## config.mk

```make
export PLATFORM = sky130hd
export DESIGN_NAME = axi4_lite_reg_bank_slv_flat
export DESIGN_NICKNAME = d
export VERILOG_FILES = /design/src/rtl/axi4_lite_if_pkg.sv /design/src/rtl/axi4_lite_reg_bank_slv_pkg.sv /design/src/rtl/axi4_lite_if.sv /design/src/rtl/axi4_lite_1deep_buf.sv /design/src/rtl/axi4_lite_reg_bank_slv.sv /design/src/flat_wrapper.sv
export SDC_FILE = /design/constraint.sdc
export NUM_CORES = 1
export LEC_CHECK = 0
export CORE_MARGIN = 1.5
export CORE_UTILIZATION = 35
export DETAILED_ROUTE_END_ITERATION = 7
export GPL_TIMING_DRIVEN = 0
export HOLD_SLACK_MARGIN = 0.12
export PLACE_DENSITY = 0.64
export REMOVE_ABC_BUFFERS = 1
export SYNTH_ARGS = -nofsm -noshare
export SYNTH_HDL_FRONTEND = slang
export SYNTH_SLANG_ARGS = --single-unit
export TNS_END_PERCENT = 100
```

## constraint.sdc

```tcl
create_clock -name i_clk -period 5.1 [get_ports i_clk]
set_clock_uncertainty 0.1 [all_clocks]
set_input_delay 1.02 -clock i_clk [delete_from_list [all_inputs] [get_ports i_clk]]
set_output_delay 1.02 -clock i_clk [all_outputs]
set_load 0.005 [all_outputs]
```

## src/rtl/axi4_lite_if_pkg.sv

```systemverilog
// Shared AXI4-Lite types: the response encoding used by every AXI4-Lite block.
package axi4_lite_if_pkg;

  typedef logic [1:0] axi4_resp_t;

  localparam axi4_resp_t AXI4_RESP_OKAY   = 2'b00;
  localparam axi4_resp_t AXI4_RESP_EXOKAY = 2'b01;
  localparam axi4_resp_t AXI4_RESP_SLVERR = 2'b10;
  localparam axi4_resp_t AXI4_RESP_DECERR = 2'b11;

endpackage

```

## src/rtl/axi4_lite_reg_bank_slv_pkg.sv

```systemverilog
// Register-bank helpers. Build option AXI4_LITE_REG_BANK_SLV_DECERR_EN selects
// whether out-of-range accesses answer DECERR (defined) or OKAY (undefined).
package axi4_lite_reg_bank_slv_pkg;
  import axi4_lite_if_pkg::*;

  // Response for an access, given whether it decoded to an existing register.
  function automatic axi4_resp_t range_resp(input logic in_range);
`ifdef AXI4_LITE_REG_BANK_SLV_DECERR_EN
    return in_range ? AXI4_RESP_OKAY : AXI4_RESP_DECERR;
`else
    return AXI4_RESP_OKAY;
`endif
  endfunction

endpackage

```

## src/rtl/axi4_lite_if.sv

```systemverilog
// AXI4-Lite bus bundle with requester (mst_port) and responder (slv_port) views.
// Handshake rule for every channel: a transfer happens on a rising clock edge
// where valid and ready are both high; once valid is raised, the source keeps
// valid and its payload unchanged until that transfer; ready may be driven
// independently of valid.
interface axi4_lite_if
#(
  parameter int AXI4_LITE_ADDR_BIT_WIDTH = 32,
  parameter int AXI4_LITE_DATA_BIT_WIDTH = 32
);
  import axi4_lite_if_pkg::*;

  logic                                  awvalid;
  logic                                  awready;
  logic [AXI4_LITE_ADDR_BIT_WIDTH-1:0]   awaddr;
  logic [2:0]                            awprot;
  logic                                  wvalid;
  logic                                  wready;
  logic [AXI4_LITE_DATA_BIT_WIDTH-1:0]   wdata;
  logic [AXI4_LITE_DATA_BIT_WIDTH/8-1:0] wstrb;
  logic                                  bvalid;
  logic                                  bready;
  axi4_resp_t                            bresp;
  logic                                  arvalid;
  logic                                  arready;
  logic [AXI4_LITE_ADDR_BIT_WIDTH-1:0]   araddr;
  logic [2:0]                            arprot;
  logic                                  rvalid;
  logic                                  rready;
  logic [AXI4_LITE_DATA_BIT_WIDTH-1:0]   rdata;
  axi4_resp_t                            rresp;

  modport slv_port (
    input  awvalid, awaddr, awprot, wvalid, wdata, wstrb, bready,
    input  arvalid, araddr, arprot, rready,
    output awready, wready, bvalid, bresp, arready, rvalid, rdata, rresp
  );

  modport mst_port (
    output awvalid, awaddr, awprot, wvalid, wdata, wstrb, bready,
    output arvalid, araddr, arprot, rready,
    input  awready, wready, bvalid, bresp, arready, rvalid, rdata, rresp
  );

endinterface

```

## src/rtl/axi4_lite_1deep_buf.sv

```systemverilog
// One-entry holding buffer between an upstream and a downstream valid/ready
// pair. It never accepts and releases in the same cycle, so up_ready depends
// only on the fill state (and reset), never on dn_ready.
module axi4_lite_1deep_buf
#(
  parameter int PAYLOAD_WIDTH = 32
)
(
  input  logic                     i_clk,
  input  logic                     i_sync_rst,
  input  logic                     up_valid,
  output logic                     up_ready,
  input  logic [PAYLOAD_WIDTH-1:0] up_data,
  output logic                     dn_valid,
  input  logic                     dn_ready,
  output logic [PAYLOAD_WIDTH-1:0] dn_data
);

  logic                     full;
  logic [PAYLOAD_WIDTH-1:0] data_q;

  assign up_ready = ~full & ~i_sync_rst;
  assign dn_valid = full;
  assign dn_data  = data_q;

  // Fill on an upstream transfer, empty on a downstream transfer.
  always_ff @(posedge i_clk) begin
    if (i_sync_rst) begin
      full   <= 1'b0;
      data_q <= '0;
    end else if (up_valid && up_ready) begin
      full   <= 1'b1;
      data_q <= up_data;
    end else if (dn_valid && dn_ready) begin
      full   <= 1'b0;
    end
  end

endmodule

```

## src/rtl/axi4_lite_reg_bank_slv.sv

```systemverilog
// AXI4-Lite register bank: NUM_REGS 32-bit registers with byte-strobed writes,
// registered single-cycle reads and a per-register write pulse.
// Build option AXI4_LITE_REG_BANK_SLV_DECERR_EN: DECERR for out-of-range access.
module axi4_lite_reg_bank_slv
  import axi4_lite_if_pkg::*;
  import axi4_lite_reg_bank_slv_pkg::*;
#(
  parameter int AXI4_LITE_ADDR_BIT_WIDTH = 32,
  parameter int AXI4_LITE_DATA_BIT_WIDTH = 32,
  parameter int NUM_REGS                 = 4
)
(
  input  logic                                               i_clk,
  input  logic                                               i_sync_rst,
  axi4_lite_if.slv_port                                      if_s_axi4_lite,
  output logic [NUM_REGS-1:0][AXI4_LITE_DATA_BIT_WIDTH-1:0]  o_regs,
  output logic [NUM_REGS-1:0]                                o_wr_pulse
);

  localparam int IDX_W   = $clog2(NUM_REGS);
  localparam int DATA_W  = AXI4_LITE_DATA_BIT_WIDTH;
  localparam int ADDR_W  = AXI4_LITE_ADDR_BIT_WIDTH;
  localparam int STRB_W  = DATA_W / 8;
  localparam int W_PAY_W = DATA_W + STRB_W;

  // ---------------- write path ----------------
  logic                aw_full;
  logic [ADDR_W-1:0]   aw_addr_q;
  logic                w_full;
  logic [W_PAY_W-1:0]  w_pay_q;
  logic                commit;
  logic                bvalid_q;
  axi4_resp_t          bresp_q;
  logic [DATA_W-1:0]   wdata_q;
  logic [STRB_W-1:0]   wstrb_q;
  logic [IDX_W-1:0]    wr_idx;
  logic                wr_in_range;
  logic [DATA_W-1:0]   wr_merged;

  axi4_lite_1deep_buf #(.PAYLOAD_WIDTH(ADDR_W)) u_aw_buf (
    .i_clk      (i_clk),
    .i_sync_rst (i_sync_rst),
    .up_valid   (if_s_axi4_lite.awvalid),
    .up_ready   (if_s_axi4_lite.awready),
    .up_data    (if_s_axi4_lite.awaddr),
    .dn_valid   (aw_full),
    .dn_ready   (commit),
    .dn_data    (aw_addr_q)
  );

  axi4_lite_1deep_buf #(.PAYLOAD_WIDTH(W_PAY_W)) u_w_buf (
    .i_clk      (i_clk),
    .i_sync_rst (i_sync_rst),
    .up_valid   (if_s_axi4_lite.wvalid),
    .up_ready   (if_s_axi4_lite.wready),
    .up_data    ({if_s_axi4_lite.wstrb, if_s_axi4_lite.wdata}),
    .dn_valid   (w_full),
    .dn_ready   (commit),
    .dn_data    (w_pay_q)
  );

  // A write commits once address and data are both held and no B is pending.
  assign commit      = aw_full & w_full & ~bvalid_q;
  assign wdata_q     = w_pay_q[DATA_W-1:0];
  assign wstrb_q     = w_pay_q[W_PAY_W-1:DATA_W];
  assign wr_idx      = aw_addr_q[IDX_W+1:2];
  assign wr_in_range = (aw_addr_q >> (IDX_W + 2)) == '0;

  // Merge the enabled byte lanes of the write data into the current contents.
  always_comb begin
    wr_merged = o_regs[wr_idx];
    for (int b = 0; b < STRB_W; b++) begin
      if (wstrb_q[b]) wr_merged[b*8 +: 8] = wdata_q[b*8 +: 8];
    end
  end

  // Register update, write pulse and B channel response.
  always_ff @(posedge i_clk) begin
    if (i_sync_rst) begin
      o_regs     <= '0;
      o_wr_pulse <= '0;
      bvalid_q   <= 1'b0;
      bresp_q    <= AXI4_RESP_OKAY;
    end else begin
      o_wr_pulse <= '0;
      if (commit) begin
        bvalid_q <= 1'b1;
        bresp_q  <= range_resp(wr_in_range);
        if (wr_in_range) begin
          o_regs[wr_idx]     <= wr_merged;
          o_wr_pulse[wr_idx] <= 1'b1;
        end
      end else if (bvalid_q && if_s_axi4_lite.bready) begin
        bvalid_q <= 1'b0;
      end
    end
  end

  assign if_s_axi4_lite.bvalid = bvalid_q;
  assign if_s_axi4_lite.bresp  = bresp_q;

  // ---------------- read path ----------------
  logic              rvalid_q;
  logic [DATA_W-1:0] rdata_q;
  axi4_resp_t        rresp_q;
  logic [IDX_W-1:0]  rd_idx;
  logic              rd_in_range;

  assign rd_idx      = if_s_axi4_lite.araddr[IDX_W+1:2];
  assign rd_in_range = (if_s_axi4_lite.araddr >> (IDX_W + 2)) == '0;

  assign if_s_axi4_lite.arready = ~rvalid_q & ~i_sync_rst;

  // Capture read data on AR transfer; o_regs still holds the pre-write value
  // when a commit to the same register lands on the same edge.
  always_ff @(posedge i_clk) begin
    if (i_sync_rst) begin
      rvalid_q <= 1'b0;
      rdata_q  <= '0;
      rresp_q  <= AXI4_RESP_OKAY;
    end else if (if_s_axi4_lite.arvalid && if_s_axi4_lite.arready) begin
      rvalid_q <= 1'b1;
      rdata_q  <= rd_in_range ? o_regs[rd_idx] : '0;
      rresp_q  <= range_resp(rd_in_range);
    end else if (rvalid_q && if_s_axi4_lite.rready) begin
      rvalid_q <= 1'b0;
    end
  end

  assign if_s_axi4_lite.rvalid = rvalid_q;
  assign if_s_axi4_lite.rdata  = rdata_q;
  assign if_s_axi4_lite.rresp  = rresp_q;

  // Protection bits carry no meaning for this bank.
  logic unused_prot;
  assign unused_prot = ^{if_s_axi4_lite.awprot, if_s_axi4_lite.arprot};

endmodule

```

## src/flat_wrapper.sv

```systemverilog
// flat-port wrapper written by rule: the top's interface ports become plain ports
module axi4_lite_reg_bank_slv_flat import axi4_lite_if_pkg::*; import axi4_lite_reg_bank_slv_pkg::*;
#(
  parameter int AXI4_LITE_ADDR_BIT_WIDTH = 32,
  parameter int AXI4_LITE_DATA_BIT_WIDTH = 32,
  parameter int NUM_REGS                 = 4
)
  (i_clk, i_sync_rst, o_regs, o_wr_pulse, if_s_axi4_lite_awvalid, if_s_axi4_lite_awaddr, if_s_axi4_lite_awprot, if_s_axi4_lite_wvalid, if_s_axi4_lite_wdata, if_s_axi4_lite_wstrb, if_s_axi4_lite_bready, if_s_axi4_lite_arvalid, if_s_axi4_lite_araddr, if_s_axi4_lite_arprot, if_s_axi4_lite_rready, if_s_axi4_lite_awready, if_s_axi4_lite_wready, if_s_axi4_lite_bvalid, if_s_axi4_lite_bresp, if_s_axi4_lite_arready, if_s_axi4_lite_rvalid, if_s_axi4_lite_rdata, if_s_axi4_lite_rresp);
  axi4_lite_if #(.AXI4_LITE_ADDR_BIT_WIDTH(AXI4_LITE_ADDR_BIT_WIDTH), .AXI4_LITE_DATA_BIT_WIDTH(AXI4_LITE_DATA_BIT_WIDTH)) if_s_axi4_lite_i ();
  input  logic i_clk;
  input  logic i_sync_rst;
  output logic [NUM_REGS-1:0][AXI4_LITE_DATA_BIT_WIDTH-1:0] o_regs;
  output logic [NUM_REGS-1:0] o_wr_pulse;
  input wire logic [$bits(if_s_axi4_lite_i.awvalid)-1:0] if_s_axi4_lite_awvalid;
  input wire logic [$bits(if_s_axi4_lite_i.awaddr)-1:0] if_s_axi4_lite_awaddr;
  input wire logic [$bits(if_s_axi4_lite_i.awprot)-1:0] if_s_axi4_lite_awprot;
  input wire logic [$bits(if_s_axi4_lite_i.wvalid)-1:0] if_s_axi4_lite_wvalid;
  input wire logic [$bits(if_s_axi4_lite_i.wdata)-1:0] if_s_axi4_lite_wdata;
  input wire logic [$bits(if_s_axi4_lite_i.wstrb)-1:0] if_s_axi4_lite_wstrb;
  input wire logic [$bits(if_s_axi4_lite_i.bready)-1:0] if_s_axi4_lite_bready;
  input wire logic [$bits(if_s_axi4_lite_i.arvalid)-1:0] if_s_axi4_lite_arvalid;
  input wire logic [$bits(if_s_axi4_lite_i.araddr)-1:0] if_s_axi4_lite_araddr;
  input wire logic [$bits(if_s_axi4_lite_i.arprot)-1:0] if_s_axi4_lite_arprot;
  input wire logic [$bits(if_s_axi4_lite_i.rready)-1:0] if_s_axi4_lite_rready;
  output wire logic [$bits(if_s_axi4_lite_i.awready)-1:0] if_s_axi4_lite_awready;
  output wire logic [$bits(if_s_axi4_lite_i.wready)-1:0] if_s_axi4_lite_wready;
  output wire logic [$bits(if_s_axi4_lite_i.bvalid)-1:0] if_s_axi4_lite_bvalid;
  output wire logic [$bits(if_s_axi4_lite_i.bresp)-1:0] if_s_axi4_lite_bresp;
  output wire logic [$bits(if_s_axi4_lite_i.arready)-1:0] if_s_axi4_lite_arready;
  output wire logic [$bits(if_s_axi4_lite_i.rvalid)-1:0] if_s_axi4_lite_rvalid;
  output wire logic [$bits(if_s_axi4_lite_i.rdata)-1:0] if_s_axi4_lite_rdata;
  output wire logic [$bits(if_s_axi4_lite_i.rresp)-1:0] if_s_axi4_lite_rresp;
  assign if_s_axi4_lite_i.awvalid = if_s_axi4_lite_awvalid;
  assign if_s_axi4_lite_i.awaddr = if_s_axi4_lite_awaddr;
  assign if_s_axi4_lite_i.awprot = if_s_axi4_lite_awprot;
  assign if_s_axi4_lite_i.wvalid = if_s_axi4_lite_wvalid;
  assign if_s_axi4_lite_i.wdata = if_s_axi4_lite_wdata;
  assign if_s_axi4_lite_i.wstrb = if_s_axi4_lite_wstrb;
  assign if_s_axi4_lite_i.bready = if_s_axi4_lite_bready;
  assign if_s_axi4_lite_i.arvalid = if_s_axi4_lite_arvalid;
  assign if_s_axi4_lite_i.araddr = if_s_axi4_lite_araddr;
  assign if_s_axi4_lite_i.arprot = if_s_axi4_lite_arprot;
  assign if_s_axi4_lite_i.rready = if_s_axi4_lite_rready;
  assign if_s_axi4_lite_awready = if_s_axi4_lite_i.awready;
  assign if_s_axi4_lite_wready = if_s_axi4_lite_i.wready;
  assign if_s_axi4_lite_bvalid = if_s_axi4_lite_i.bvalid;
  assign if_s_axi4_lite_bresp = if_s_axi4_lite_i.bresp;
  assign if_s_axi4_lite_arready = if_s_axi4_lite_i.arready;
  assign if_s_axi4_lite_rvalid = if_s_axi4_lite_i.rvalid;
  assign if_s_axi4_lite_rdata = if_s_axi4_lite_i.rdata;
  assign if_s_axi4_lite_rresp = if_s_axi4_lite_i.rresp;
  axi4_lite_reg_bank_slv #(.AXI4_LITE_ADDR_BIT_WIDTH(AXI4_LITE_ADDR_BIT_WIDTH), .AXI4_LITE_DATA_BIT_WIDTH(AXI4_LITE_DATA_BIT_WIDTH), .NUM_REGS(NUM_REGS)) u_core (.i_clk(i_clk), .i_sync_rst(i_sync_rst), .if_s_axi4_lite(if_s_axi4_lite_i), .o_regs(o_regs), .o_wr_pulse(o_wr_pulse));
endmodule
```

# --- Word-level counts from Yosys, hierarchy flattened ---
# Index checks and enable logic that the tools add are counted.
word_totals:
  reg_bits: 236
  latch_bits: 0
  mem_bits_rw: 0
  rom_bits: 0
  inputBits: 113
  out_inout_bits: 173
  elab_cells: 65
  memories: 0
op_classes:
  n_addsub: 0
  mul: 0
  n_div: 0
  magnitude_cmp: 3
  n_eq_ne: 0
  n_shift: 0
  mux: 22
  bitwise_logic: 12
  reduce_logical: 16
ops:
  columns: ["operator", "count"]
  rows:
  - ["$bmux 32 s2", 2]
  - ["$bwmux 128", 1]
  - ["$mux 32", 4]
  - ["$demux 32 s2", 1]
  - ["$logic_not 32->1", 2]
  - ["$mux 8", 4]
  - ["$mux 1", 9]
  - ["$logic_and 1x1->1", 8]
  - ["$reduce_bool 2->1", 4]
  - ["$not 1->1", 7]
  - ["$lt 2x3->1 const B", 2]
  - ["$and 1x1->1", 5]
  - ["$reduce_or 3->1", 1]
  - ["$demux 1 s2", 1]
  - ["$ge 2x1->1 const B", 1]
  - ["$reduce_and 2->1", 1]

# --- Depth between registers and ports, before layout ---
depth:
  ltp_word: 5
  depth_mapped: 7
  mapped_depth_nobuf: 4

# --- By module ---
# From an unflattened synthesis, not the netlist that was laid out.
unflattened:
  cells_unflattened: 1076
  hier_area_um2: 11951.5
by_module_without_submodules:
  columns: ["mod", "instances", "cells_each", "area_each_um2", "seq_area_each_um2"]
  rows:
  - ["axi4_lite_reg_bank_slv", 1, 759, 8605.8, 3323.2]
  - ["axi4_lite_1deep_buf (u_core.u_w_buf)", 1, 168, 1823.0, 740.7]
  - ["axi4_lite_1deep_buf (u_core.u_aw_buf)", 1, 149, 1522.7, 660.6]

# --- Worst setup path after synthesis ---
# Ideal clock, no wire load.
synth_timing:
  kind: "input port to flip-flop"
  start: "input i_sync_rst"
  end: "register u_core.rdata_q[26] (netlist: u_core.if_s_axi4_lite.rdata[26])"
  setup_ps: 70
  t_arrival_ps: 2295
  required_time_ps: 4930
  path_slack_ps: 2634
  stages: 6
  path_buffers: 2
  path_cell_list: "clkbuf_1 > nor2_1 > nand2_1 > clkbuf_1 > or4b_1 > a21oi_1"
synth_between:
  elab_chain_len: 3
synth_lines:
  columns: ["item", "line_no", "source"]
  rows:
  - ["start: declaration", "flat_wrapper.sv:11", "input logic i_sync_rst;"]
  - ["$not 1->1", "axi4_lite_reg_bank_slv.sv:112", "assign if_s_axi4_lite.arready = ~rvalid_q & ~i_sync_rst;"]
  - ["$and 1x1->1", "axi4_lite_reg_bank_slv.sv:112", null]
  - ["via if_s_axi4_lite_arready", "flat_wrapper.sv:29", "output wire logic [$bits(if_s_axi4_lite_i.arready)-1:0] if_s_axi4_lite_arready;"]
  - ["$logic_and 1x1->1", "axi4_lite_reg_bank_slv.sv:121", "end else if (if_s_axi4_lite.arvalid && if_s_axi4_lite.arready) begin"]
  - ["end signal: assignment", "axi4_lite_reg_bank_slv.sv:123", "rdata_q <= rd_in_range ? o_regs[rd_idx] : '0;"]
  - ["end: declaration", "axi4_lite_reg_bank_slv.sv:104", "logic [DATA_W-1:0] rdata_q;"]
# The timed path passes the listed nets, and every way through them passes these cells.
# A chain may end at the register's enable or synchronous reset.

# --- Final worst setup path ---
layout_timing:
  start: "input i_sync_rst"
  end: "output if_s_axi4_lite_wready"
layout_between:
  elab_chain_len: 2
layout_lines:
  columns: ["item", "line_no", "source"]
  rows:
  - ["$not 1->1", "axi4_lite_1deep_buf.sv:22", "assign up_ready = ~full & ~i_sync_rst;"]
  - ["$and 1x1->1", "axi4_lite_1deep_buf.sv:22", null]
  - ["end: declaration", "flat_wrapper.sv:26", "output wire logic [$bits(if_s_axi4_lite_i.wready)-1:0] if_s_axi4_lite_wready;"]
# Every way passes these cells.

==> results.toml <==
[place]
numPortBuffers = 271
place_area_sq_um = 14100
gp_congestion = 0.741
dpl.hpwl_mm = 20.4
dp_slack_ns = 1.43
placedCellCount = 1645

[logic_synthesis]
ys_seq_area_frac = 0.421
synth_cells = 1056
synth.lib_cells_used.distinct = 33
syn-cell-area_sq_um = 11100
synthTopCellsByArea = "dfxtp_1, mux2i_1, mux4_2, nand2b_1, nand2_1"
synth_area_leader_cell = "dfxtp_1"
syn_area_per_cell_sq_um = 10.5
synth-seq-cells = 234
synth.top_cell.area_share = 0.421
yosysWarnings = 0

[finish]
final_common_cell = "clkdlybuf4s50_1"
stdcell_area_sq_um = 14900
instances_no_fill = 1689
antennaDiodeCount = 0
drive_above_1_share = 0.124
final_cell_mix = "clkdlybuf4s50_1, dfxtp_1, nand2b_1"
nNetsFinal = 1386
final_core_util = 0.475
syn2layout_area_growth_pct = 34.1

[detailed_routing]
drtAntennaViolNets = 0
firstDrtPassIters = 5
wl_per_cell_um = 19.2
drt-total-wl_mm = 32.4
drtIter0Drc = 371
drc_errors = 0
vias = 8591
vias_per_cell = 5.09

[worst_setup_path]
cp_slowest_stage_delay_ns = 0.48
path_class = "input port to primary output"
worst-path-stages = 4
end_kind = "primary output"
regToRegStartpoint = "u_core.u_aw_buf.dn_data[11]"
worstPathRequired_ns = 3.98
arrival_ns = 2.51
critPathMaxFanout = 177
cp-start-kind = "input port"
r2r_end = "u_core.o_regs[43]"
critPathLaunch = "i_sync_rst"
r2r_cells = 5
cp_top_family = "buffers and inverters"
cp_cell_sequence = "buf_8, buf_16, nor2_1, clkdlybuf4s50_1"
rrSetupSlack_ns = 2.41
endpoint = "if_s_axi4_lite_wready"
cp_slowest_cell = "clkdlybuf4s50_1"
cp.buffers_inverters = 3

[sta]
fin_crit_ns = 3.63
finalCritPeriodShare = 0.711
finalHoldViolCount = 0
slew_headroom = 0.372
setup_viol = 0
slew_violations = 0
worstMarginPinSlew_ns = 0.942
rsz0062_at_grt = "false"
fmax_ghz = 0.276
worst_slack_ns = 1.47

[die]
io_pins = 286
rows = 65
die_x_um = 181
dieHeight_um = 181
core_area_sq_um = 31400
dieArea_sq_um = 32900
start_util = 0.354

[global_route]
antenna_found_initial = 0
grtUsageTotal = 0.193
grt_pass1_wl_mm = 50.0
grt_pass1_vias = 8570
grt_max_degree = 178
grt-ovfl-total = 0

[cts]
cts_setup_buffers = 0
cts-root-buf = "clkbuf_16"
cts_tree = "done"
clkSlewWorstSetupHoldPaths_ns = 0.06
cts_resized = 0
cts.sinks = 234
cts_hold_buf = 0
cts_inserted_buffers = 28
clock_latency_ns = 0.54
clockBufferDepth = 3
h-tree-depth = 1

[status]
status = "complete, no violations"

[job]
cap_violations = 0

[power]
power_density_nw_per_um2 = 271
p_leak_nw = 5.69
max-vdd-ir-drop_uv = 243

[worst_hold_path]
worst_hold_path_type = "flop to flop"
[metrics by stage]
stage | setup TNS, ns | power [mW] | hold WS, ns
2_1_floorplan | 0 | 2.06 | 0.342
3_3_place_gp | -854.34 | 2.26 | 0.338
3_5_place_dp | 0 | 2.25 | 0.343
4_1_cts | 0 | 4.11 | 0.351
5_1_grt | 0 | 4.21 | 0.369
6_report | 0 | 4.05 | 0.349
[worst min-delay path by stage]
stage                                    start  cells after the start  slack, ns                         endpoint
2_1_floorplan       u_core.u_aw_buf.dn_data[7]                      2       0.34       u_core.u_aw_buf.dn_data[7]
3_3_place_gp   u_core.if_s_axi4_lite.rdata[30]                      2       0.34  u_core.if_s_axi4_lite.rdata[30]
3_5_place_dp   u_core.if_s_axi4_lite.rdata[16]                      2       0.34  u_core.if_s_axi4_lite.rdata[16]
4_1_cts        u_core.if_s_axi4_lite.rdata[16]                      2       0.35  u_core.if_s_axi4_lite.rdata[16]
5_1_grt        u_core.if_s_axi4_lite.rdata[17]                      2       0.37  u_core.if_s_axi4_lite.rdata[17]
6_report       u_core.if_s_axi4_lite.rdata[16]                      2       0.35  u_core.if_s_axi4_lite.rdata[16]
[flip-flops by register name (all words and copies together), names as in the netlist]
register and cells:
u_core.o_regs 128, u_core.if_s_axi4_lite.rdata 32, u_core.if_s_axi4_lite.bvalid 1, u_core.if_s_axi4_lite.rvalid 1
u_core.o_wr_pulse 4, u_core.u_w_buf.dn_valid 1, u_core.u_aw_buf.dn_valid 1, u_core.u_w_buf.dn_data 36
u_core.u_aw_buf.dn_data 30
[routing by layer]
layer / up-vias / share of wire / GRT usage
li1: 4125 / - / -
met1: 4155 / 0.46 / 0.257
met2: 266 / 0.45 / 0.313
met3: 45 / 0.072 / 0.0542
met4: 0 / 0.019 / 0.0417
met5: - / 0 / 0
[cell usage after synthesis]
master      n
clkbuf_1   63
mux4_2     64
nor4_2      2
or4_4       1
a21oi_1    33
and2_1      2
nand4_2     1
buf_1       2
o21ai_0    65
nand2_1   100
o21ai_1     1
nor4_1     12
buf_6       1
mux2i_1   160
and3b_1     1
buf_4      19
buf_12      3
nand2b_1  193
nor4_4      1
or4b_1     32
nor2_1      7
a211oi_1    1
inv_1       1
or2b_1      3
buf_2       9
dfxtp_1   234
nand4_1     2
conb_1      1
or2_1       1
nand3_1     1
or2_2      32
or3_1       3
nor3_1      5
[worst reg2reg max path: stages (launching register included)]
cell and delay, ns:
dfxtp_1 0.31, nor4_1 0.43, nand4_1 0.29, or3_2 0.95, buf_16 0.34, mux2i_1 0.15
[power breakdown]
group / total, mW / leakage [nW] / switching (mW) / internal (mW)
sequential: 1.92 / 1.90 / 0.0520 / 1.87
clock: 1.84 / 0.404 / 0.756 / 1.08
combinational: 0.284 / 3.39 / 0.122 / 0.162
total: 4.05 / 5.69 / 0.930 / 3.11
[logic make-up (layout without fill, tap and decap cells)]
group           count (synthesis)  in the layout  share of synthesized area
compound gates                100            100                     0.0452
flops                         234            234                      0.421
buf+inv                        98            326                     0.0455
simple gates                  399            399                      0.214
mux                           224            224                      0.273
other cells                     1              4                   0.000337
[cell type report]
class / count / area, sq um
clock buffer: 41 / 811
clock inverter: 3 / 21.3
fill: 2849 / 16500
timing repair buffer: 281 / 2930
tap: 402 / 503
inverter: 1 / 3.75
multi-input combinational: 727 / 5960
sequential: 234 / 4690
(Power assumes the default switching activity.)
